**src/rtl/boot_loader.sv**
```systemverilog
// Byte-stream program loader: length-prefixed frame written into CPU memory from address 0,
// CPU held in reset until the image is in place. `BOOT_LOADER_CHECKSUM_EN adds a trailing checksum byte.
module boot_loader #(
   parameter int AW    = 5,
   parameter int DEPTH = 32
) (
   input  logic          clk,
   input  logic          R_n,
   input  logic          start,
   input  logic          in_valid,
   input  logic [7:0]    in_data,
   output logic          in_ready,
   output logic [AW-1:0] mem_addr,
   output logic [7:0]    mem_data,
   output logic          mem_write,
   output logic          cpu_R,
   output logic          done,
   output logic          err
);

   typedef enum logic [2:0] {
      S_IDLE, S_LEN, S_DATA, S_CHK, S_FLUSH, S_RUN, S_ERR
   } state_t;

   localparam logic [8:0] DEPTH_W = 9'(DEPTH);

   state_t        state, state_nxt;
   logic [AW:0]   count, count_nxt;   // one spare bit so a full-depth image ends at DEPTH, not 0
   logic [AW:0]   len,   len_nxt;
   logic [AW:0]   count_inc;
   logic [AW-1:0] addr_nxt;
   logic [7:0]    data_nxt;
   logic          write_nxt;
   logic          xfer;
   logic          len_ok;
`ifdef BOOT_LOADER_CHECKSUM_EN
   logic [7:0]    sum, sum_nxt;
`endif

   assign xfer      = in_valid && in_ready;
   assign len_ok    = (in_data != 8'd0) && ({1'b0, in_data} <= DEPTH_W);
   assign count_inc = count + {{AW{1'b0}}, 1'b1};

   // NOTE: every variable gets a default before the case so no path leaves it unassigned (no latches).
   always_comb begin
      state_nxt = state;
      count_nxt = count;
      len_nxt   = len;
      addr_nxt  = mem_addr;
      data_nxt  = mem_data;
      write_nxt = 1'b0;
`ifdef BOOT_LOADER_CHECKSUM_EN
      sum_nxt   = sum;
`endif
      unique case (state)
         S_IDLE, S_RUN, S_ERR: begin
            if (start) begin
               state_nxt = S_LEN;
               count_nxt = '0;
`ifdef BOOT_LOADER_CHECKSUM_EN
               sum_nxt   = 8'd0;
`endif
            end
         end
         S_LEN: begin
            if (xfer) begin
               if (len_ok) begin
                  state_nxt = S_DATA;
                  len_nxt   = in_data[AW:0];
                  count_nxt = '0;
               end else begin
                  state_nxt = S_ERR;
               end
            end
         end
         S_DATA: begin
            if (xfer) begin
               write_nxt = 1'b1;
               addr_nxt  = count[AW-1:0];
               data_nxt  = in_data;
               count_nxt = count_inc;
`ifdef BOOT_LOADER_CHECKSUM_EN
               sum_nxt   = sum + in_data;
               if (count_inc == len) state_nxt = S_CHK;
`else
               if (count_inc == len) state_nxt = S_FLUSH;
`endif
            end
         end
`ifdef BOOT_LOADER_CHECKSUM_EN
         S_CHK: begin
            if (xfer) state_nxt = (in_data == sum) ? S_RUN : S_ERR;
         end
`endif
         S_FLUSH: state_nxt = S_RUN;
         default: state_nxt = S_IDLE;
      endcase
   end

   // NOTE: sequential state uses non-blocking assignments so all registers update from pre-edge values.
   always_ff @(posedge clk or negedge R_n) begin
      if (!R_n) begin
         state     <= S_IDLE;
         count     <= '0;
         len       <= '0;
         mem_addr  <= '0;
         mem_data  <= 8'd0;
         mem_write <= 1'b0;
`ifdef BOOT_LOADER_CHECKSUM_EN
         sum       <= 8'd0;
`endif
      end else begin
         state     <= state_nxt;
         count     <= count_nxt;
         len       <= len_nxt;
         mem_addr  <= addr_nxt;
         mem_data  <= data_nxt;
         mem_write <= write_nxt;
`ifdef BOOT_LOADER_CHECKSUM_EN
         sum       <= sum_nxt;
`endif
      end
   end

   assign in_ready = (state == S_LEN) || (state == S_DATA) || (state == S_CHK);
   assign cpu_R    = (state != S_RUN);
   assign done     = (state == S_RUN);
   assign err      = (state == S_ERR);

endmodule

```
**config.mk**
```make
export PLATFORM = sky130hd
export DESIGN_NAME = boot_loader
export DESIGN_NICKNAME = d
export VERILOG_FILES = /design/src/rtl/boot_loader.sv
export SDC_FILE = /design/constraint.sdc
export NUM_CORES = 1
export LEC_CHECK = 0
export BUFFER_PORTS_ARGS = -buffer_cell sky130_fd_sc_hd__buf_4
export CAP_MARGIN = 20
export CORE_MARGIN = 3
export CORE_UTILIZATION = 53
export CTS_CLUSTER_DIAMETER = 60
export DETAILED_ROUTE_END_ITERATION = 10
export PLACE_DENSITY_LB_ADDON = 0.2
export SYNTH_ARGS = -nofsm -noshare
export SYNTH_HDL_FRONTEND = slang
export SYNTH_SLANG_ARGS = --single-unit
```
**constraint.sdc**
```tcl
create_clock -name clk -period 2.8 [get_ports clk]
set_clock_uncertainty 0.2 [all_clocks]
set_input_delay 0.42 -clock clk [delete_from_list [all_inputs] [get_ports clk]]
set_output_delay 0.42 -clock clk [all_outputs]
set_load 0.005 [all_outputs]
```
==> results.py, run 1 <==
metrics = {
    "critical_path": {
        "path_depth": 6,
        "endpoint": "state[1]",
        "critical_path_arrival_ps": 2310,
        "critPathRequiredTime_ps": 2820,
        "startpoint": "count[0]",
        "cpMaxStageDelayCell": "dfrtp_1",
        "max_stage_delay_ps": 490,
        "worstSetupStartpointType": "flop",
        "critical_path.endpoint_type": "flop",
        "cp_num_buf_inv": 0,
        "r2r_cells": 6,
        "path_class": "reg -> reg",
        "cp_top_family": "compound AO/OA/AOI/OAI gates",
        "r2r-end": "state[1]",
        "reg2reg_slack_ps": 510,
        "reg2reg_from": "count[0]",
        "crit_chain": "ha_1 > nand3_1 > xor2_1 > a2111oi_0 > o211ai_1 > a31o_2",
        "path_max_fanout": 7,
    },
    "logic_synthesis": {
        "synth_edf_count": 0,
        "yosys-top-cells-area": "dfrtp_1 49%, nand2_1 11%, mux2_4 6.1%, xnor2_1 3.6%, a211o_2 2.0%",
        "syn_area_um2": 1470,
        "synth_nets": 166,
        "seq_area_frac_synth": 0.495,
        "synth-compound-area-share": 0.122,
        "async_flop_share": 1.00,
        "yosys_warnings": 0,
        "synth.distinct_cells": 38,
        "synth_top_family_by_area": "simple AND/OR/NAND/NOR gates",
        "synth_cells": 153,
        "syn_area_per_cell_um2": 9.58,
        "synthSimpleGateAreaFrac": 0.219,
        "synthXorXnorAreaFrac": 0.0538,
        "yosysTopAreaCell": "dfrtp_1",
        "ys_seq_elements": 29,
        "yosys.area_share.adder": 0.00853,
        "synth_top_area_share": 0.495,
        "synthMuxAreaShare": 0.0614,
        "synthFlopType": "dfrtp_1",
    },
    "route": {
        "drt_iter0_markers": 36,
        "via_per_inst": 5.68,
        "drtAntennaViolNets": 0,
        "drt-pass1-iter-count": 4,
        "routed_wirelength_um": 3010,
        "route.detailed.drc": 0,
        "wl_per_cell_um": 14.0,
        "vias": 1221,
    },
    "clock_tree": {
        "cts.sinks": 29,
        "cts_tree": "built",
        "clock_latency_ps": 320,
        "cts_buffer_depth": 2,
        "cts_resized": 0,
        "clk_pin_slew_worst_paths_ps": 90,
        "cts_max_level": 2,
        "cts-root-buf": "clkbuf_4",
        "numCtsBuffers": 5,
    },
    "worst_hold_path": {
        "hold_start": "in_data[7]",
        "holdPathStages": 3,
        "holdCritPathClass": "in -> reg",
    },
    "timing": {
        "finalMaxSlewViolations": 0,
        "fmax_ghz": 0.437,
        "min_period_ps": 2290,
        "hold_violations": 0,
        "slew_headroom": 0.609,
        "tightest_slew_ps": 586,
        "finalSetupViolCount": 0,
        "fin_setup_tns_ps": 0,
        "rsz0062_at_grt": "no",
        "layout_setup_ws_ps": 510,
        "whs_ps": 88.8,
        "fin_crit_sh": 0.818,
    },
    "power": {
        "power.leakage_nw": 0.926,
        "ir_drop_mv": 0.585,
        "powerDensity_nw_per_um2": 872,
        "finalPower_w": 0.00153,
    },
    "floorplanning": {
        "boundaryPins": 30,
        "start_util": 0.576,
        "die_width_um": 58.6,
        "die-area_um2": 3430,
        "rows": 18,
        "die_h_um": 58.6,
        "core-area_um2": 2540,
    },
    "placement": {
        "gp_congestion": 0.840,
        "place_ws_ps": 290,
        "placedCellCount": 206,
        "numPortBuffers": 29,
        "dp_hpwl_um": 2180,
    },
    "final_layout": {
        "n_antenna_cell": 0,
        "layout-drive-gt1-share": 0.265,
        "final_cells": 215,
        "finish.net_count": 197,
        "area_growth_pct": 19.4,
    },
    "global_route": {
        "grt_max_degree": 30,
        "gr-usage-met2": 0.340,
        "grt_pass1_wl_um": 5310,
        "grtUsageTotal": 0.211,
        "antenna_found_initial": 0,
        "grt-ovfl-total": 0,
        "busiest_layer": "met2",
        "use_met1": 0.264,
        "grt_pass1_vias": 1167,
        "use_met3": 0.0702,
    },
    "status": {
        "status": "completed",
    },
    "run": {
        "cap_viol_max_count": 0,
    },
}
logic make-up (layout without fill, tap and decap cells):
group                      Yosys count  after routing
xor gates and xnor gates             9              9
adders and majority gates            1              1
buffers and inverters               12             44
DFF                                 29             29
muxes                                6              6
AOI/OAI and AO/OA                   24             24
and+or+nand+nor                     72             72
timing repair:
item / in CTS / in global routing
buffers inserted: 0 / 0
hold buffers: 1 / 0
endpoints found under the hold margin: 29 / 0
endpoints found under the setup margin: 0 / 0
worst min-delay path by stage:
stage / to / slack [ps]
final: mem_data[7] / 90
after global routing: mem_data[7] / 70
after floorplan: count[0] / -80
after global placement: state[1] / 160
after detailed placement: state[1] / 160
after CTS: mem_data[7] / 80
cells in the final DEF, fill, tap and decap left out, types with 2 or more instances in the layout:
cell type and count:
nand2_1 43, buf_4 30, dfrtp_1 29, nor2_1 7, xnor2_1 6, mux2_4 6
inv_1 5, a21oi_1 5, clkbuf_4 5, nor3_1 4, nor2b_1 4, nand3_1 4
and3_1 4, a211o_2 3, xor2_1 3, o211ai_1 2, o21ai_0 2, clkinv_2 2
worst register-to-register path, stage by stage, from the launching register on:
cell and delay (ps):
dfrtp_1 490, ha_1 280, nand3_1 150, xor2_1 180, a2111oi_0 420, o211ai_1 190, a31o_2 280
stage by stage:
| step | util | area [um2] |
|---|---|---|
| after detailed placement | 0.664 | 1690 |
| final | 0.688 | 1750 |
| after global routing | 0.688 | 1750 |
| after floorplan | - | 1470 |
| after CTS | 0.688 | 1750 |
| after global placement | 0.664 | 1690 |
cell usage after synthesis (2+ instances only):
master,number
inv_1,5
a21oi_1,5
o211ai_1,2
nor3_1,4
and3_1,4
dfrtp_1,29
o21ai_0,2
nor2_1,7
buf_2,2
clkbuf_1,3
mux2_4,6
nor2b_1,4
a211o_2,3
nand2_1,43
xnor2_1,6
xor2_1,3
nand3_1,4
per-layer routing:
metal	up-vias	routed length (um)
li1	589	-
met1	583	1370
met2	43	1400
met3	6	212
met4	0	35
met5	-	0
power by group:
group / switching [W] / internal [W]
sequential: 0.000134 / 0.000551
clock: 0.000143 / 0.0000954
combinational: 0.000271 / 0.000332
layout make-up:
class | instances | area, um2
fill | 199 | 795
sequential | 29 | 726
multi-input combinational | 112 | 682
timing repair buffer | 31 | 235
clock buffer | 6 | 41.3
tap | 30 | 37.5
inverter | 5 | 18.8
clock inverter | 2 | 10.0
state kept, by name, summed over array words and instances (netlist names):
| name | cells |
|---|---|
| mem_data | 8 |
| count | 6 |
| len | 6 |
| mem_addr | 5 |
| state | 3 |
| mem_write | 1 |
Note: power is estimated with default switching activity, not from simulation.
==> run 2: changes to the inputs <==
--- a/config.mk
+++ b/config.mk
@@ -8,7 +8,7 @@
 export BUFFER_PORTS_ARGS = -buffer_cell sky130_fd_sc_hd__buf_4
 export CAP_MARGIN = 20
 export CORE_MARGIN = 3
-export CORE_UTILIZATION = 53
+export CORE_UTILIZATION = 48
 export CTS_CLUSTER_DIAMETER = 60
 export DETAILED_ROUTE_END_ITERATION = 10
 export PLACE_DENSITY_LB_ADDON = 0.2
==> constraint.sdc (replaced) <==
create_clock -name clk -period 2.1 [get_ports clk]
set_clock_uncertainty 0.2 [all_clocks]
set_input_delay 0.315 -clock clk [delete_from_list [all_inputs] [get_ports clk]]
set_output_delay 0.315 -clock clk [all_outputs]
set_load 0.005 [all_outputs]
==> run 2 against run 1 <==
Critical path depth stayed put. Setup slack got worse by 430 ps. Sequential share of layout area down 3.3 points. Sequential power up 31%. Flip-flop and latch count did not move. Cell area is 8.9% higher. Die area increased by 9.3%. Routed wire length up 5.1%. Total power is 40% higher. Global-route usage is 0.84 points lower. Critical endpoint unchanged. Largest cell class unchanged.
==> results.py, run 2 (synthesized netlist as in run 1, its figures left out) <==
metrics = {
    "clock_tree": {
        "cts.sinks": 29,
        "cts_buffer_depth": 2,
        "cts_tree": "built",
        "numCtsBuffers": 5,
        "cts-root-buf": "clkbuf_4",
        "clock_latency_ps": 330,
        "cts_max_level": 2,
        "clk_pin_slew_worst_paths_ps": 90,
        "postCtsSetupRepairBufs": 0,
    },
    "placement": {
        "numPortBuffers": 29,
        "placedCellCount": 218,
        "gp_congestion": 0.768,
        "dp_hpwl_um": 2230,
    },
    "floorplanning": {
        "rows": 19,
        "core-area_um2": 2830,
        "die_h_um": 61.3,
        "boundaryPins": 30,
        "die-area_um2": 3750,
        "die_width_um": 61.3,
        "start_util": 0.518,
    },
    "final_layout": {
        "seqCellArea_um2": 728,
        "multi_input_comb_area_um2": 706,
        "layout-drive-gt1-share": 0.332,
        "nFillCells": 226,
        "n_antenna_cell": 0,
        "final_cells": 230,
        "area_growth_pct": 30.0,
        "largest_reg_flops": 8,
        "finish.net_count": 211,
        "top_regs": "mem_data (8), count (6), len (6)",
        "final_cell_mix": "43 x nand2_1, 40 x buf_4, 27 x dfrtp_1",
        "final_common_cell": "nand2_1",
        "regMostFlops": "mem_data",
    },
    "route": {
        "drt_iter0_markers": 57,
        "drtAntennaViolNets": 0,
        "route.detailed.drc": 0,
        "routed_wirelength_um": 3170,
        "via_per_inst": 5.41,
        "wl_per_cell_um": 13.8,
        "vias": 1244,
        "drt-pass1-iter-count": 4,
    },
    "power": {
        "power.leakage_nw": 0.995,
        "ir_drop_mv": 0.688,
        "powerDensity_nw_per_um2": 1120,
    },
    "timing": {
        "hold_violations": 0,
        "tightest_slew_ps": 387,
        "fmax_ghz": 0.495,
        "finalMaxSlewViolations": 0,
        "rsz0062_at_grt": "no",
        "min_period_ps": 2020,
        "fin_crit_sh": 0.962,
        "finalSetupViolCount": 0,
        "slew_headroom": 0.739,
        "whs_ps": 27.7,
    },
    "critical_path": {
        "max_stage_delay_ps": 430,
        "crit_chain": "ha_4 > xnor2_1 > nand2_1 > a2111oi_2 > o211ai_1 > a31o_2",
        "cp_num_buf_inv": 0,
        "critPathRequiredTime_ps": 2130,
        "critical_path.endpoint_type": "flop",
        "cp_top_family": "compound AO/OA/AOI/OAI gates",
        "worstSetupStartpointType": "flop",
        "path_max_fanout": 2,
        "reg2reg_slack_ps": 80,
        "path_class": "reg -> reg",
        "critical_path_arrival_ps": 2050,
        "cpMaxStageDelayCell": "dfrtp_1",
    },
    "global_route": {
        "grtUsageTotal": 0.202,
        "grt_pass1_vias": 1204,
        "grt_max_degree": 30,
        "antenna_found_initial": 0,
        "grt-ovfl-total": 0,
        "grt_pass1_wl_um": 5400,
    },
    "worst_hold_path": {
        "holdCritPathClass": "in -> reg",
    },
    "run": {
        "cap_viol_max_count": 0,
    },
    "status": {
        "status": "completed",
    },
}
## run 2: layer usage
metal	up-vias	track usage	wire length, um
met3	4	0.0692	151
met1	603	0.245	1410
met4	0	0.0867	36
met5	-	0	0
met2	29	0.328	1570
li1	608	-	-
## run 2: where the power goes
part / internal (W) / switching [W]
clock network: 0.000126 / 0.000205
registers: 0.000739 / 0.000163
logic: 0.000497 / 0.000412
total: 0.00136 / 0.000780
## run 2: stage by stage
stage           util  area, um2  total power (W)  TNS (ps)  setup slack [ps]
2_1_floorplan      -       1470          0.00141         0              4.64
3_3_place_gp   0.631       1790          0.00173     -1500              -178
3_5_place_dp   0.631       1790          0.00177     -1820              -206
4_1_cts        0.667       1890          0.00213         0              30.1
5_1_grt        0.674       1910          0.00231         0              12.4
6_report       0.674       1910          0.00214         0              79.7
## run 2: final timing paths
path                             startpoint           to  cells past startpoint
worst max-delay path               count[0]     state[1]                      6
worst min-delay path             in_data[1]  mem_data[1]                      3
worst max register to register     count[0]     state[1]                      6
worst min register to register  mem_addr[2]  mem_addr[2]                      2
max in group asynchronous               R_n     state[2]                      2
min in group asynchronous               R_n     count[2]                      2
## run 2: worst reg2reg max path: cells and delay by family, from the launching register on
kind	cells	cell delay, ps
AO/OA/AOI/OAI	3	810
adder cells (fa/ha/maj)	1	260
flip-flops	1	430
XOR/XNOR	1	150
AND/OR/NAND/NOR	1	80
## run 2: final cells by class
| class | instances | share of cell area |
|---|---|---|
| repair buffers | 45 | 0.189 |
| inverters | 5 | 0.00984 |
| clock buffers | 5 | 0.0197 |
| multi-input cells | 112 | 0.370 |
| flip-flops and latches | 29 | 0.382 |
| well taps | 31 | 0.0203 |
| clock inverters | 3 | 0.00919 |
## run 2: what timing repair did
action / 4_1_cts / 5_1_grt
hold buffers: 4 / 0
hold endpoints to repair: 32 / 0
setup endpoints to repair: 1 / 5
resized for setup: 2 / 4
pin swaps: 1 / 1
